File: src/rtl/cpu_ctrl_fsm.sv
// Multi-cycle fetch/decode/execute sequencer for the tiny 8-bit CPU.
// Drives datapath strobes from the IR opcode; handles ready-handshaked memory with an optional bus timeout.
module cpu_ctrl_fsm #(
  parameter int unsigned TIMEOUT = 15
) (
  input  logic       clk,
  input  logic       rst,
  input  logic       start,
  input  logic [7:0] inst,
  input  logic       mem_ready,
  input  logic       acc_zero,
  output logic       ir_load,
  output logic       pc_inc,
  output logic       pc_load,
  output logic       mem_rd,
  output logic       mem_wr,
  output logic       addr_sel,
  output logic       acc_load,
  output logic [1:0] alu_op,
  output logic       halted,
  output logic       illegal,
  output logic       bus_err,
  output logic [2:0] state_dbg
);

  localparam logic [2:0] IDLE   = 3'd0;
  localparam logic [2:0] FETCH  = 3'd1;
  localparam logic [2:0] DECODE = 3'd2;
  localparam logic [2:0] MEM_RD = 3'd3;
  localparam logic [2:0] MEM_WR = 3'd4;
  localparam logic [2:0] HALT   = 3'd5;

  localparam logic [3:0] OP_NOP = 4'h0;
  localparam logic [3:0] OP_LDA = 4'h1;
  localparam logic [3:0] OP_STA = 4'h2;
  localparam logic [3:0] OP_ADD = 4'h3;
  localparam logic [3:0] OP_SUB = 4'h4;
  localparam logic [3:0] OP_JMP = 4'h5;
  localparam logic [3:0] OP_JZ  = 4'h6;
  localparam logic [3:0] OP_HLT = 4'h7;

  localparam logic [7:0] TIMEOUT_CNT = 8'(TIMEOUT);
  localparam logic       TIMEOUT_EN  = (TIMEOUT != 0);

  logic [2:0] state_reg, state_next;
  logic [7:0] wait_reg, wait_next;
  logic       illegal_reg, illegal_next;
  logic       bus_err_reg, bus_err_next;

  logic [3:0] opcode;
  logic       in_access;
  logic       timeout_hit;
  logic       unused_operand;

  assign opcode    = inst[7:4];
  assign in_access = (state_reg == FETCH) || (state_reg == MEM_RD) || (state_reg == MEM_WR);
  // The access that sees mem_ready in the cycle the counter equals TIMEOUT still completes.
  assign timeout_hit = TIMEOUT_EN && in_access && !mem_ready && (wait_reg == TIMEOUT_CNT);

  // Operand bits only feed the datapath (address / jump target).
  assign unused_operand = ^inst[3:0];

  always_comb begin
    state_next   = state_reg;
    illegal_next = illegal_reg;
    bus_err_next = bus_err_reg;
    case (state_reg)
      IDLE: begin
        if (start) state_next = FETCH;
      end
      FETCH: begin
        if (mem_ready) begin
          state_next = DECODE;
        end else if (timeout_hit) begin
          bus_err_next = 1'b1;
          state_next   = HALT;
        end
      end
      DECODE: begin
        case (opcode)
          OP_NOP, OP_JMP, OP_JZ:  state_next = FETCH;
          OP_LDA, OP_ADD, OP_SUB: state_next = MEM_RD;
          OP_STA:                 state_next = MEM_WR;
          OP_HLT:                 state_next = HALT;
          default: begin
            illegal_next = 1'b1;
            state_next   = HALT;
          end
        endcase
      end
      MEM_RD, MEM_WR: begin
        if (mem_ready) begin
          state_next = FETCH;
        end else if (timeout_hit) begin
          bus_err_next = 1'b1;
          state_next   = HALT;
        end
      end
      HALT:    state_next = HALT;
      default: state_next = IDLE;
    endcase
  end

  // Counter restarts on every state change, so each access entry begins at zero.
  always_comb begin
    wait_next = wait_reg;
    if (state_next != state_reg) begin
      wait_next = 8'd0;
    end else if (in_access && !mem_ready && (wait_reg != 8'hFF)) begin
      wait_next = wait_reg + 8'd1;
    end
  end

  always_ff @(posedge clk) begin
    if (rst) begin
      state_reg   <= IDLE;
      wait_reg    <= 8'd0;
      illegal_reg <= 1'b0;
      bus_err_reg <= 1'b0;
    end else begin
      state_reg   <= state_next;
      wait_reg    <= wait_next;
      illegal_reg <= illegal_next;
      bus_err_reg <= bus_err_next;
    end
  end

  // Everything is forced low during reset so an in-flight access drops its strobes immediately.
  always_comb begin
    ir_load   = 1'b0;
    pc_inc    = 1'b0;
    pc_load   = 1'b0;
    mem_rd    = 1'b0;
    mem_wr    = 1'b0;
    addr_sel  = 1'b0;
    acc_load  = 1'b0;
    alu_op    = 2'b00;
    halted    = 1'b0;
    illegal   = 1'b0;
    bus_err   = 1'b0;
    state_dbg = 3'd0;
    if (!rst) begin
      illegal   = illegal_reg;
      bus_err   = bus_err_reg;
      state_dbg = state_reg;
      case (state_reg)
        FETCH: begin
          mem_rd = 1'b1;
          if (mem_ready) begin
            ir_load = 1'b1;
            pc_inc  = 1'b1;
          end
        end
        DECODE: begin
          pc_load = (opcode == OP_JMP) || ((opcode == OP_JZ) && acc_zero);
        end
        MEM_RD: begin
          mem_rd   = 1'b1;
          addr_sel = 1'b1;
          acc_load = mem_ready;
          case (opcode)
            OP_ADD:  alu_op = 2'b01;
            OP_SUB:  alu_op = 2'b10;
            default: alu_op = 2'b00;
          endcase
        end
        MEM_WR: begin
          mem_wr   = 1'b1;
          addr_sel = 1'b1;
        end
        HALT:    halted = 1'b1;
        default: ;
      endcase
    end
  end

endmodule

File: config.mk
export PLATFORM = sky130hd
export DESIGN_NAME = cpu_ctrl_fsm
export DESIGN_NICKNAME = d
export VERILOG_FILES = /design/src/rtl/cpu_ctrl_fsm.sv
export SDC_FILE = /design/constraint.sdc
export NUM_CORES = 1
export LEC_CHECK = 0
export BUFFER_PORTS_ARGS = -buffer_cell sky130_fd_sc_hd__buf_4
export CAP_MARGIN = 40
export CORE_MARGIN = 2
export CORE_UTILIZATION = 28
export CTS_CLUSTER_SIZE = 8
export DETAILED_ROUTE_END_ITERATION = 16
export HOLD_SLACK_MARGIN = 0.08
export PLACE_DENSITY = 0.6
export SYNTH_ARGS = -nofsm -noshare
export SYNTH_HDL_FRONTEND = slang
export SYNTH_SLANG_ARGS = --single-unit
File: constraint.sdc
create_clock -name clk -period 2.4 [get_ports clk]
set_input_delay 0.24 -clock clk [delete_from_list [all_inputs] [get_ports clk]]
set_output_delay 0.24 -clock clk [all_outputs]
set_load 0.005 [all_outputs]
==> impl_metrics.py <==
metrics = {
    "status": {
        "run_status": "finished clean",
    },
    "drt": {
        "route.vias.total": 976,
        "route.detailed.wl_per_inst_um": 11.7,
        "ant_nets": 0,
        "via_per_inst": 5.03,
        "drtPass1Iterations": 4,
        "drt-initial-drc-count": 18,
        "routed_wl_um": 2270,
        "drcViolationCount": 0,
    },
    "grt": {
        "met3_usage_pct": 3.17,
        "antenna_found_initial": 0,
        "grtUsageMet2_pct": 19.4,
        "grt_overflow": 0,
        "grt_use_total_pct": 11.6,
        "use_met1_pct": 15.0,
        "grt_pass1_vias": 882,
        "grt_max_degree": 18,
        "grt_pass1_wl_um": 3910,
        "grt_busiest_layer": "met2",
    },
    "power_and_ir_drop": {
        "internal_power_uw": 384,
        "peakVddDrop_v": 0.000316,
        "p_seq_share_pct": 44.2,
        "p_switching_uw": 207,
        "p_comb_share_pct": 32.7,
        "netSwitchingFraction_pct": 35.1,
        "p_clk_share_pct": 23.1,
        "p_per_area_nw_per_um2": 501,
        "leakage_nw": 0.445,
    },
    "synth": {
        "synth_edf_count": 0,
        "synth_top_area_cell": "dfxtp_1",
        "syn_area_per_cell_um2": 7.79,
        "synth_ff_type": "dfxtp_1",
        "synthTopCellsByArea": "dfxtp_1, a21oi_1, nor2_1, nand3_1, nand2_1",
        "synthArstFlopShare_pct": 0,
        "synth_top_area_share_pct": 25.7,
        "syn_area_um2": 1010,
        "synthDistinctLibCells": 40,
        "yosys_register_bits": 13,
        "yosys_warnings": 0,
        "synthCells": 130,
        "synth.net_count": 144,
        "ys_seq_area_share_pct": 25.7,
    },
    "critical_path": {
        "critPathLaunchType": "flip-flop",
        "crit_type": "flip-flop to flip-flop",
        "worst-path-max-fanout": 8,
        "critical_path_required_ns": 2.59,
        "end_kind": "flip-flop",
        "arrival_ns": 2.43,
    },
    "cts": {
        "clk_latency_ns": 0.28,
        "cts_setup_buffers": 0,
        "clk_pin_slew_ns": 0.08,
        "hold_buffers": 0,
        "cts_tree": "built",
        "cts_made_buffers": 3,
        "cts_max_level": 1,
        "clock_path_buffers": 2,
        "cts_resized": 0,
        "cts_sinks": 13,
        "cts_root_buffer": "clkbuf_4",
    },
    "cells_and_area": {
        "diodes": 0,
        "drive_gt1_share_pct": 25.0,
        "largest_reg_flops": 8,
        "fin_util_pct": 34.5,
        "nNetsFinal": 163,
        "final_cell_mix": "buf_4, nor2_1, dfxtp_1",
        "final_common_cell": "buf_4",
        "area_growth_pct": 16.6,
    },
    "die": {
        "chipWidth_um": 64.1,
        "die_area_um2": 4110,
        "core-area_um2": 3420,
        "initial_core_util_pct": 29.6,
        "num_io_pins": 28,
        "die_h_um": 64.1,
        "rows": 21,
    },
    "timing": {
        "rsz0062_at_grt": "no",
        "final.min_clock_period_ns": 2.23,
        "worstMarginPinSlew_ns": 0.478,
        "fin_crit_sh_pct": 92.9,
        "max_freq_mhz": 448,
        "finalMaxSlewViolations": 0,
        "fin_skew_ns": 0.000643,
        "slew_headroom_pct": 67.7,
        "hold_viol": 0,
        "setup_viol": 0,
        "fin_tns_setup_ns": 0,
    },
    "placement": {
        "hpwl_um": 1700,
        "portBuffers": 23,
        "gp_congestion": 0.788,
    },
    "job": {
        "maxCapViolCount": 0,
    },
    "min_path": {
        "hp-class": "input pin to flip-flop",
    },
}
==> power by group through the flow <==
stage                     Clock [mW]  Sequential, mW  Combinational [mW]
after global routing           0.149           0.266               0.221
after detailed placement           0           0.266               0.192
after CTS                      0.142           0.260               0.194
final                          0.136           0.261               0.193
after global placement             0           0.264               0.189
after floorplan                    0           0.243               0.167
==> routing by layer <==
layer	share of wire [%]	wire, um
met5	0	0
met4	0.66	15
met3	2.8	63
met2	48	1080
met1	49	1110
==> critical path: stages, from the launching register on <==
cell	delay, ns
dfxtp_1	0.34
ha_1	0.27
and3_2	0.26
a21oi_1	0.16
and2b_1	0.21
or4_1	0.66
a311oi_2	0.24
==> layout make-up <==
class | instances | area, um2
Multi-Input combinational cell | 104 | 641
Tap cell | 46 | 57.6
Inverter | 2 | 7.51
Clock buffer | 4 | 26.3
Timing Repair Buffer | 25 | 188
Fill cell | 389 | 2240
Sequential cell | 13 | 260
==> kinds of logic (layout without fill, tap and decap cells) <==
kind of cell | Yosys count | count (layout) | share of synthesized area, %
AND/OR/NAND/NOR | 69 | 69 | 37.9
adder cells (fa/ha/maj) | 1 | 1 | 1.24
buffers and inverters | 13 | 31 | 11.0
AO/OA/AOI/OAI | 30 | 30 | 20.6
flip-flops | 13 | 13 | 25.7
XOR/XNOR | 4 | 4 | 3.46
==> final timing paths <==
check	start	endpoint	slack (ns)	depth (start not counted)
setup / recovery	wait_reg[0]$_SDFFE_PP0P_	wait_reg[4]$_SDFFE_PP0P_	0.17	6
hold / removal	inst[7]	illegal_reg$_SDFFE_PP0P_	0.26	3
setup reg to reg	wait_reg[0]$_SDFFE_PP0P_	wait_reg[4]$_SDFFE_PP0P_	0.17	6
hold reg to reg	illegal_reg$_SDFFE_PP0P_	illegal_reg$_SDFFE_PP0P_	0.48	2
==> through the flow <==
| stage | total power, mW | cell area [um2] | instances | hold WS (ns) | setup slack, ns |
|---|---|---|---|---|---|
| floorplan | 0.410 | 1010 | 130 | 0.377 | 0.409 |
| global placement | 0.453 | 1150 | 190 | 0.447 | 0.217 |
| detailed placement | 0.458 | 1150 | 190 | 0.463 | 0.193 |
| CTS | 0.597 | 1180 | 194 | 0.255 | 0.170 |
| global route | 0.637 | 1180 | 194 | 0.273 | 0.0418 |
| finish | 0.591 | 1180 | 194 | 0.261 | 0.169 |
==> cell usage after synthesis, types with 5 or more instances <==
| cell | n |
|---|---|
| o21ai_0 | 6 |
| nor3_1 | 5 |
| nor2_1 | 13 |
| nand3_1 | 9 |
| dfxtp_1 | 13 |
| nor2b_1 | 7 |
| nand2_1 | 12 |
| a21oi_1 | 12 |
No activity file was read; power rests on OpenSTA's default activity.
